<file path="src/rtl/cipher_pkg.sv">
// Shared types and constants for the word-wide LFSR stream cipher.
// Holds the FSM state encoding, the combiner selection and the default tap masks.
package cipher_pkg;

  typedef enum logic [1:0] {
    IDLE,
    WARM,
    FILL,
    FULL
  } state_t;

  localparam int MODE_XOR   = 0;
  localparam int MODE_GEFFE = 1;

  localparam logic [4:0] TAPS1_DEF = 5'b10100;
  localparam logic [6:0] TAPS2_DEF = 7'b1100000;
  localparam logic [8:0] TAPS3_DEF = 9'b100010000;

  function automatic logic combine(input int mode, input logic x1, input logic x2, input logic x3);
    if (mode == MODE_GEFFE) return (x1 & x2) ^ (~x1 & x3);
    return x1 ^ x2 ^ x3;
  endfunction

endpackage

</file>
<file path="src/rtl/lfsr_fib.sv">
// Fibonacci LFSR with seed load, zero-seed substitution and a per-load error flag.
// The output bit is the MSB before the shift; the feedback enters at bit 0.
module lfsr_fib
  import cipher_pkg::*;
#(
  parameter int           W    = 5,
  parameter logic [W-1:0] TAPS = TAPS1_DEF
) (
  input  logic         clk,
  input  logic         reset,
  input  logic         load,
  input  logic [W-1:0] seed,
  input  logic         step,
  output logic         out_bit,
  output logic         seed_err
);

  logic [W-1:0] s;
  logic [W-1:0] s_next;
  logic         fb;

  assign fb      = ^(s & TAPS);
  assign out_bit = s[W-1];

  generate
    if (W == 1) begin : g_narrow
      assign s_next = fb;
    end else begin : g_wide
      assign s_next = {s[W-2:0], fb};
    end
  endgenerate

  // An all-zero seed would lock the register up, so it is replaced by 1.
  always_ff @(posedge clk or posedge reset) begin
    if (reset) begin
      s        <= '0;
      seed_err <= 1'b0;
    end else if (load) begin
      s        <= (seed == '0) ? W'(1) : seed;
      seed_err <= (seed == '0);
    end else if (step) begin
      s <= s_next;
    end
  end

endmodule

</file>
<file path="src/rtl/stream_cipher_core.sv">
// Word-wide stream cipher: three LFSRs feed a combiner that fills a keystream word,
// which is XORed with each accepted data word behind valid/ready handshakes.
module stream_cipher_core
  import cipher_pkg::*;
#(
  parameter int              DATA_W = 8,
  parameter int              L1_W   = 5,
  parameter int              L2_W   = 7,
  parameter int              L3_W   = 9,
  parameter logic [L1_W-1:0] TAPS1  = TAPS1_DEF,
  parameter logic [L2_W-1:0] TAPS2  = TAPS2_DEF,
  parameter logic [L3_W-1:0] TAPS3  = TAPS3_DEF,
  parameter int              MODE   = MODE_XOR,
  parameter int              WARMUP = 0
) (
  input  logic              clk,
  input  logic              reset,
  input  logic [L1_W-1:0]   key1,
  input  logic [L2_W-1:0]   key2,
  input  logic [L3_W-1:0]   key3,
  input  logic              key_load,
  input  logic              in_valid,
  input  logic [DATA_W-1:0] in_data,
  output logic              in_ready,
  output logic              out_valid,
  output logic [DATA_W-1:0] out_data,
  input  logic              out_ready,
  output logic              key_err
);

  localparam int CNT_MAX = (DATA_W > WARMUP) ? DATA_W : WARMUP;
  localparam int CW      = $clog2(CNT_MAX + 1);

  state_t            state;
  logic [CW-1:0]     cnt;
  logic [DATA_W-1:0] ks_word;
  logic [DATA_W-1:0] ks_next;
  logic              x1, x2, x3;
  logic              e1, e2, e3;
  logic              ks_bit;
  logic              step;
  logic              accept;
  logic              drain;

  assign step     = !key_load && ((state == WARM) || (state == FILL));
  assign ks_bit   = combine(MODE, x1, x2, x3);
  assign in_ready = (state == FULL) && (!out_valid || out_ready);
  assign accept   = in_valid && in_ready && !key_load;
  assign drain    = out_valid && out_ready;
  assign key_err  = e1 | e2 | e3;

  generate
    if (DATA_W == 1) begin : g_ks_narrow
      assign ks_next = ks_bit;
    end else begin : g_ks_wide
      assign ks_next = {ks_word[DATA_W-2:0], ks_bit};
    end
  endgenerate

  lfsr_fib #(.W(L1_W), .TAPS(TAPS1)) u_lfsr1 (
    .clk(clk), .reset(reset), .load(key_load), .seed(key1),
    .step(step), .out_bit(x1), .seed_err(e1)
  );

  lfsr_fib #(.W(L2_W), .TAPS(TAPS2)) u_lfsr2 (
    .clk(clk), .reset(reset), .load(key_load), .seed(key2),
    .step(step), .out_bit(x2), .seed_err(e2)
  );

  lfsr_fib #(.W(L3_W), .TAPS(TAPS3)) u_lfsr3 (
    .clk(clk), .reset(reset), .load(key_load), .seed(key3),
    .step(step), .out_bit(x3), .seed_err(e3)
  );

  // A rekey overrides everything, including a handshake in the same cycle.
  always_ff @(posedge clk or posedge reset) begin
    if (reset) begin
      state     <= IDLE;
      cnt       <= '0;
      ks_word   <= '0;
      out_valid <= 1'b0;
      out_data  <= '0;
    end else if (key_load) begin
      state     <= (WARMUP > 0) ? WARM : FILL;
      cnt       <= '0;
      ks_word   <= '0;
      out_valid <= 1'b0;
    end else begin
      if (accept) begin
        out_valid <= 1'b1;
        out_data  <= in_data ^ ks_word;
      end else if (drain) begin
        out_valid <= 1'b0;
      end

      case (state)
        IDLE: ;
        WARM: begin
          if (int'(cnt) == WARMUP - 1) begin
            state <= FILL;
            cnt   <= '0;
          end else begin
            cnt <= cnt + 1'b1;
          end
        end
        FILL: begin
          ks_word <= ks_next;
          if (int'(cnt) == DATA_W - 1) begin
            state <= FULL;
            cnt   <= '0;
          end else begin
            cnt <= cnt + 1'b1;
          end
        end
        FULL: begin
          if (accept) begin
            state <= FILL;
            cnt   <= '0;
          end
        end
        default: state <= IDLE;
      endcase
    end
  end

endmodule
</file>
<file path="config.mk">
export PLATFORM = sky130hd
export DESIGN_NAME = stream_cipher_core
export DESIGN_NICKNAME = d
export VERILOG_FILES = /design/src/rtl/cipher_pkg.sv /design/src/rtl/lfsr_fib.sv /design/src/rtl/stream_cipher_core.sv
export SDC_FILE = /design/constraint.sdc
export NUM_CORES = 1
export LEC_CHECK = 0
export BUFFER_PORTS_ARGS = -buffer_cell sky130_fd_sc_hd__buf_2
export CORE_MARGIN = 1
export CORE_UTILIZATION = 25
export DETAILED_ROUTE_END_ITERATION = 16
export MAX_ROUTING_LAYER = met4
export PLACE_DENSITY = 0.5
export RECOVER_POWER = 50
export REMOVE_ABC_BUFFERS = 1
export SYNTH_ARGS = -nofsm -noshare
export SYNTH_HDL_FRONTEND = slang
export SYNTH_SLANG_ARGS = --single-unit
</file>
<file path="constraint.sdc">
create_clock -name clk -period 4.05 [get_ports clk]
set_clock_uncertainty 0.2 [all_clocks]
set_input_delay 0.2025 -clock clk [delete_from_list [all_inputs] [get_ports clk]]
set_output_delay 0.2025 -clock clk [all_outputs]
set_load 0.05 [all_outputs]
</file>
==> results of run 1 <==
## cell families after synthesis
family	share of synthesized area (%)
flip-flops	50.3
multiplexers	12.7
buffers and inverters	3.64
adder cells (fa/ha/maj)	2.14
AND/OR/NAND/NOR	13.9
AO/OA/AOI/OAI	12.4
XOR/XNOR	4.87
## timing repair
item	in CTS	in global routing
hold buffers	30	0
hold endpoints to repair	51	0
gates resized for setup	0	0
## power groups by stage
stage	sequential, mW	combinational [mW]	clock, mW
floorplan	0.785	0.344	0
global placement	0.658	0.608	0
detailed placement	0.660	0.615	0
CTS	0.652	0.637	0.428
global route	0.667	0.676	0.443
finish	0.652	0.616	0.411
## final timing paths
kind                       slack [ns]                  endpoint  depth (start not counted)
setup / recovery                 1.43  u_lfsr2.s[0]$_DFFE_PP0P_                          4
hold / removal                   0.12     out_valid$_DFFE_PP0P_                          3
setup reg to reg                 1.68  u_lfsr1.s[0]$_DFFE_PP0P_                          5
hold reg to reg                  0.28   out_data[4]$_DFFE_PP0P_                          2
max in group asynchronous        1.75  u_lfsr2.s[6]$_DFFE_PP0P_                          3
min in group asynchronous        0.84    ks_word[2]$_DFFE_PP0P_                          3
## cell usage in the layout (no fill, tap or decap), types with 2 or more instances in the layout
cell type / count
sky130_fd_sc_hd__nor2_1: 14
sky130_fd_sc_hd__ha_1: 4
sky130_fd_sc_hd__a21oi_1: 4
sky130_fd_sc_hd__dlygate4sd3_1: 30
sky130_fd_sc_hd__clkbuf_1: 12
sky130_fd_sc_hd__o21ai_0: 30
sky130_fd_sc_hd__or4_1: 3
sky130_fd_sc_hd__nand2b_1: 3
sky130_fd_sc_hd__xnor2_1: 13
sky130_fd_sc_hd__o31ai_1: 3
sky130_fd_sc_hd__bufinv_16: 2
sky130_fd_sc_hd__dfrtp_1: 47
sky130_fd_sc_hd__o21ai_1: 2
sky130_fd_sc_hd__mux2i_1: 26
sky130_fd_sc_hd__clkbuf_8: 5
sky130_fd_sc_hd__nand2_1: 27
sky130_fd_sc_hd__buf_2: 33
sky130_fd_sc_hd__inv_1: 5
sky130_fd_sc_hd__a211oi_1: 2
sky130_fd_sc_hd__nand4b_1: 2
sky130_fd_sc_hd__nor4_1: 2
## per-layer routing
metal  share of wire [%]  up-vias  wire [um]  track usage [%]
li1                    -      900          -                -
met2                  46       39       2200             17.8
met5                   0        -          0                -
met1                  50      825       2390             13.0
met4                0.35        0         17             2.07
met3                 4.4        2        212             2.91
## layout make-up
cell class,count,area [um2]
Antenna cell,1,2.50
Inverter,5,18.8
Fill cell,929,5840
Clock inverter,3,67.6
Timing Repair Buffer,75,510
Tap cell,108,135
Sequential cell,47,1180
Multi-Input combinational cell,156,1070
Clock buffer,5,68.8
## cells in the mapped netlist (all sizes together)
library cell	instances	area [um2]
a211oi	2	15.0
xnor2	13	114
or3	1	6.26
or4	3	22.5
and2	1	6.26
nor3	1	5.00
mux2	3	37.5
nand2	27	101
a32o	1	10.0
a21oi	5	36.3
nand2b	3	18.8
a31oi	1	6.26
nor2b	2	20.0
a21o	1	7.51
mux2i	26	260
nor4	4	46.3
ha	4	50.1
inv	5	18.8
or2	1	6.26
buf	9	55.1
clkbuf	3	11.3
dfrtp	47	1180
nand3b	1	7.51
and3	1	6.26
a311oi	1	15.0
o21ai	32	160
and2b	1	7.51
o211ai	1	7.51
o2111ai	1	8.76
nand4b	2	17.5
o31ai	3	22.5
nor2	14	52.6
## worst register-to-register path, cell delays in order, from the launching register on
cell	delay, ns
sky130_fd_sc_hd__dfrtp_1	0.41
sky130_fd_sc_hd__inv_1	0.08
sky130_fd_sc_hd__ha_1	1.01
sky130_fd_sc_hd__nor2_1	0.13
sky130_fd_sc_hd__a211oi_1	0.26
sky130_fd_sc_hd__a31oi_1	0.07
## sequential cells by signal, summed over array words and instances, names as in the netlist
name              count
u_lfsr3.s             9
out_data              8
cnt                   4
ks_word               8
u_lfsr2.seed_err      1
state                 2
u_lfsr2.s             7
u_lfsr1.seed_err      1
u_lfsr3.seed_err      1
u_lfsr1.s             5
out_valid             1
## metrics by stage
step / utilization [%] / worst slack (ns) / cell area [um2] / cells
5_1_grt: 34.3 / 1.16 / 3050 / 399
6_report: 34.4 / 1.43 / 3050 / 400
3_3_place_gp: 29.6 / 1.85 / 2630 / 361
2_1_floorplan: - / 2.07 / 2270 / 208
4_1_cts: 34.5 / 1.74 / 3070 / 399
3_5_place_dp: 29.6 / 1.77 / 2630 / 361
==> qor.log, run 1 <==
INFO  timing         whs=0.117ns
INFO  die            die_area=9730um2
INFO  run            max_cap_violations=2
INFO  placed_design  place.port_buffers=44
INFO  worst_setup_path worstPathCellList=clkbuf_1 > clkbuf_1 > o21ai_0 > o21ai_1
INFO  cells_and_area layout-drive-gt1-share=16.8%
INFO  detailed_routing avg_wl_per_cell=12.0um
INFO  logic_synthesis postSynthCellCount=220
INFO  status         status=finished, violations left
INFO  die            number_of_top_level_pins=45
INFO  timing         setup_viol=0
INFO  timing         hold_viol=0
INFO  worst_setup_path timing.critical_path.to_type=flip-flop
INFO  die            placementRows=34
INFO  die            coreArea=8890um2
INFO  power          static-leakage-power=1.37nW
INFO  clocking       tritoncts_num_sinks=47
INFO  worst_setup_path crit_family=buffers and inverters
INFO  power          cell_internal_pwr=1.06mW
INFO  detailed_routing routed_wirelength=4820um
INFO  logic_synthesis synth_warnings=0
INFO  power          max_ir_drop_vdd=0.195mV
INFO  worst_setup_path crit_path_max_fanout=56
INFO  worst_setup_path timing.critical_path.from=key_load
INFO  clocking       clock_path_buffers=2
INFO  grt            globalRouteTotalUtil=10.6%
INFO  clocking       clk_pin_slew_worst_paths=0.09ns
INFO  cells_and_area area_growth_syn_to_layout=30.7%
INFO  timing         totalNegativeSetupSlack=0ns
INFO  logic_synthesis average_size_of_a_mapped_cell=10.6um2
INFO  worst_setup_path timing.setup.critical_path_class=in -> reg
INFO  detailed_routing initialDrtViolationCount=40
INFO  timing         final-max-slew-violation-count=105
INFO  clocking       cts-buffers-inserted=5
INFO  timing         grt_setup_unrepaired=no
INFO  grt            grt_residual_overflow=0
INFO  clocking       clock_tree_from_tritoncts=done
INFO  clocking       post-cts-setup-buffers=0
INFO  grt            grt_antenna_before_repair=0
INFO  power          switching_power=0.625mW
INFO  logic_synthesis ys_types=41
INFO  worst_setup_path worst_setup_path_start_kind=input pin
INFO  cells_and_area net_count_reported_at_finish=328
INFO  min_path       hp-class=in -> reg
INFO  logic_synthesis synth-seq-area-share=50.3%
INFO  die            dieWidth=98.7um
INFO  timing         post-route-period-util=64.7%
INFO  placed_design  dp_hpwl=3240um
INFO  placed_design  place.gp.congestion=0.733
INFO  detailed_routing route.detailed.drc=0
INFO  worst_setup_path worst_ep_required_time=4.05ns
INFO  die            fp.dieH=98.7um
INFO  clocking       cts_root_buffer=sky130_fd_sc_hd__clkbuf_8
INFO  power          post-layout-total-power=1.68mW
INFO  grt            grt_start_max_net_pins=57
INFO  logic_synthesis postSynthRegisterBits=47
INFO  logic_synthesis synth_area=2340um2
INFO  timing         maxSlewHeadroom=-36.7%
INFO  die            start_util=26.3%
INFO  power          clkPwrFrac=24.5%
INFO  power          power_density_relative_to_cell_area=550nW/um2
INFO  worst_setup_path cp_slowest_stage_delay=1.52ns
INFO  grt            grt_pass1_vias=1837
INFO  worst_setup_path crit_buf_inv=2
INFO  status         failed_checks=max-capacitance violations, max-slew violations
INFO  detailed_routing route.vias.total=1766
INFO  clocking       insertion_delay=0.30ns
INFO  power          seqPwrFrac=38.8%
INFO  worst_setup_path critical_path.most_common_cell=sky130_fd_sc_hd__clkbuf_1
INFO  detailed_routing drt.antenna.violating_nets=0
INFO  worst_setup_path timing.rr.start=state[0]$_DFFE_PP0P_
INFO  detailed_routing detail_route.vias_per_cell=4.42
INFO  timing         fmax=381MHz
INFO  timing         period_minus_slack=2.62ns
INFO  timing         tightest_slew=2.05ns
INFO  worst_setup_path critical_path_arrival=2.63ns
INFO  power          comb_power_share=36.7%
INFO  min_path       timing.hold.worst.start=out_ready
INFO  grt            global_route_wire_length_before_repair=8180um
INFO  worst_setup_path crit_slowest_cell=sky130_fd_sc_hd__clkbuf_1
INFO  power          switching_share=37.2%
INFO  detailed_routing drt-pass1-iter-count=4
INFO  clocking       cts-htree-levels=2
Power figures use the tool's default switching activity.
==> run 2: changes to the inputs <==
- clock period: 4.05 -> 2.45 ns (I/O delays scaled with it)
==> run 2 against run 1 <==
Compared with the run above: the flow now finishes without violations; routed wire length is 0.17% lower; critical path depth is 3 higher; combinational power is 69% higher; worst hold slack worse by 0.073 ns; critical path type is now reg -> reg; largest cell class unchanged.
==> qor.log, run 2 (synthesized netlist as in run 1, its figures left out) <==
INFO  min_path       hold_path_depth=3 [unchanged]
INFO  detailed_routing route.vias.total=1772 [+0.34%]
INFO  detailed_routing avg_wl_per_cell=11.9um [-1.4%]
INFO  die            dieWidth=98.7um [unchanged]
INFO  cells_and_area layout.cells.most_common=sky130_fd_sc_hd__dfrtp_1
INFO  grt            grt_start_max_net_pins=54 [-5.3%]
INFO  die            placementRows=34 [unchanged]
INFO  cells_and_area net_count_reported_at_finish=334 [+1.8%]
INFO  timing         final-max-slew-violation-count=0 [-100%]
INFO  worst_setup_path r2r_setup_slk=0.52ns [-1.16 ns]
INFO  timing         maxSlewHeadroom=51.0% [+88 points]
INFO  die            die_area=9730um2 [unchanged]
INFO  placed_design  place.port_buffers=44 [unchanged]
INFO  clocking       clock_tree_from_tritoncts=done
INFO  timing         setup_ws=0.517ns [-0.911 ns]
INFO  power          max_ir_drop_vdd=0.314mV [+61%]
INFO  cells_and_area layout.cells.most_common_list=sky130_fd_sc_hd__dfrtp_1 (47), sky130_fd_sc_hd__buf_2 (39), sky130_fd_sc_hd__dlygate4sd3_1 (31), sky130_fd_sc_hd__o21ai_0 (30), sky130_fd_sc_hd__nand2_1 (27)
INFO  grt            grt_antenna_before_repair=0 [unchanged]
INFO  run            max_cap_violations=0 [-2]
INFO  placed_design  place_ws=0.538ns [-1.24 ns]
INFO  worst_setup_path crit_path_max_fanout=9 [-84%]
INFO  clocking       cts_root_buffer=sky130_fd_sc_hd__clkbuf_8
INFO  power          power_density_relative_to_cell_area=883nW/um2 [+61%]
INFO  detailed_routing drt-pass1-iter-count=4 [unchanged]
INFO  die            coreArea=8890um2 [unchanged]
INFO  worst_setup_path worst_r2r_path_depth=7 [+2]
INFO  placed_design  dp_hpwl=3330um [+2.6%]
INFO  placed_design  dpl_cell_area=2670um2 [+1.4%]
INFO  timing         setup_viol=0 [unchanged]
INFO  cells_and_area insertedDiodeCount=0 [-1]
INFO  grt            grt_residual_overflow=0 [unchanged]
INFO  timing         period_minus_slack=1.93ns
INFO  cells_and_area area_growth_syn_to_layout=32.2%
INFO  die            start_util=26.3% [unchanged]
INFO  detailed_routing route.detailed.drc=0 [unchanged]
INFO  grt            global_route_wire_length_before_repair=8130um [-0.67%]
INFO  detailed_routing initialDrtViolationCount=29 [-28%]
INFO  cells_and_area layout-drive-gt1-share=20.2% [+3.4 points]
INFO  clocking       cts-buffers-inserted=5 [unchanged]
INFO  cells_and_area stdcell_area=3090um2 [+1.1%]
INFO  worst_setup_path timing.rr.start=state[0]$_DFFE_PP0P_
INFO  timing         grt_setup_unrepaired=no
INFO  min_path       whs_endpoint=out_valid$_DFFE_PP0P_
INFO  timing         post-route-period-util=78.9%
INFO  die            fp.dieH=98.7um [unchanged]
INFO  grt            globalRouteTotalUtil=10.7% [+0.021 points]
INFO  clocking       post-cts-setup-buffers=0 [unchanged]
INFO  die            number_of_top_level_pins=45 [unchanged]
INFO  detailed_routing drt.antenna.violating_nets=0 [unchanged]
INFO  placed_design  place.gp.congestion=0.761 [+3.8%]
INFO  status         status=complete, no violations
INFO  worst_setup_path timing.setup.critical_path_class=reg -> reg
INFO  worst_setup_path timing.critical_path.to_type=flip-flop
INFO  timing         totalNegativeSetupSlack=0ns [unchanged]
INFO  clocking       cts-htree-levels=2 [unchanged]
INFO  worst_setup_path critical_path_arrival=1.95ns [-0.68 ns]
INFO  clocking       post_cts_resize_count=0 [unchanged]
INFO  clocking       clk_pin_slew_worst_paths=0.09ns [about the same]
INFO  cells_and_area register_with_the_most_flip_flops=u_lfsr3.s
INFO  worst_setup_path timing.rr.end=state[0]$_DFFE_PP0P_
INFO  timing         tightest_slew=0.734ns [-1.32 ns]
INFO  cells_and_area top_regs=u_lfsr3.s (9), ks_word (8), out_data (8)
INFO  clocking       ctsHoldBuffers=31 [+3.3%]
INFO  worst_setup_path worst_ep_required_time=2.47ns [-1.58 ns]
INFO  detailed_routing routed_wirelength=4810um [-0.17%]
INFO  min_path       timing.hold.worst.start=out_ready
INFO  clocking       tritoncts_num_sinks=47 [unchanged]
INFO  grt            grt_pass1_vias=1790 [-2.6%]
INFO  timing         fmax=517MHz
INFO  clocking       insertion_delay=0.30ns [about the same]
INFO  cells_and_area largest_register_ffs=9 [unchanged]
INFO  power          static-leakage-power=1.42nW [+3.2%]
INFO  min_path       hp-class=in -> reg
INFO  detailed_routing detail_route.vias_per_cell=4.38 [-0.90%]
INFO  timing         hold_viol=0 [unchanged]
INFO  worst_setup_path worst_setup_path_start_kind=flip-flop
INFO  clocking       clock_path_buffers=2 [unchanged]
-- run 2: changes by cell type in the layout (fill, tap and decap cells not counted), sizes merged --
cell	change
buf	+10
bufinv	-1
clkbuf	-4
clkinvlp	-1
diode	-1
dlygate4sd3	+1
inv	+1
-- run 2: per-layer routing --
layer,vias to the layer above,wire [um],GRT usage [%]
met1,815,2440,13.5
met5,-,0,-
met4,0,10,2.07
met2,37,2180,17.5
li1,918,-,-
met3,2,168,2.55
-- run 2: area by class of cell --
class / instances / area [um2]
clock buffer: 6 / 82.6
clock inverter: 2 / 38.8
fill: 926 / 5800
inverter: 5 / 18.8
multi-input combinational: 156 / 1070
sequential: 47 / 1180
tap: 108 / 135
timing repair buffer: 81 / 563
-- run 2: critical path: stages, from the launching register on --
cell and delay [ns]:
sky130_fd_sc_hd__dfrtp_1 0.40, sky130_fd_sc_hd__inv_1 0.08, sky130_fd_sc_hd__ha_1 0.31, sky130_fd_sc_hd__buf_4 0.23
sky130_fd_sc_hd__nand2b_1 0.08, sky130_fd_sc_hd__a21oi_1 0.04, sky130_fd_sc_hd__or4_1 0.41, sky130_fd_sc_hd__o211ai_1 0.10
-- run 2: metrics by stage --
stage	std cells	power (mW)	utilization (%)	hold slack, ns
after global placement	366	2.11	30.0	-0.0743
after detailed placement	366	2.12	30.0	-0.0730
final	405	2.73	34.7	0.0443
after floorplan	208	1.87	-	-0.0111
after global routing	405	2.91	34.7	0.0806
after CTS	405	2.78	34.9	0.0408
-- run 2: worst max path at each step --
stage | from | endpoint | cells past startpoint
floorplan | state[0]$_DFFE_PP0P_ | u_lfsr3.s[0]$_DFFE_PP0P_ | 5
global placement | state[0]$_DFFE_PP0P_ | state[0]$_DFFE_PP0P_ | 7
detailed placement | state[0]$_DFFE_PP0P_ | state[0]$_DFFE_PP0P_ | 7
CTS | state[0]$_DFFE_PP0P_ | state[0]$_DFFE_PP0P_ | 7
global route | state[0]$_DFFE_PP0P_ | state[0]$_DFFE_PP0P_ | 7
finish | state[0]$_DFFE_PP0P_ | state[0]$_DFFE_PP0P_ | 7
-- run 2: power by group --
group	total (mW)	leakage [nW]	switching [mW]	internal, mW
sequential	1.08	0.594	0.126	0.953
combinational	1.04	0.764	0.639	0.401
clock	0.610	0.0618	0.274	0.336
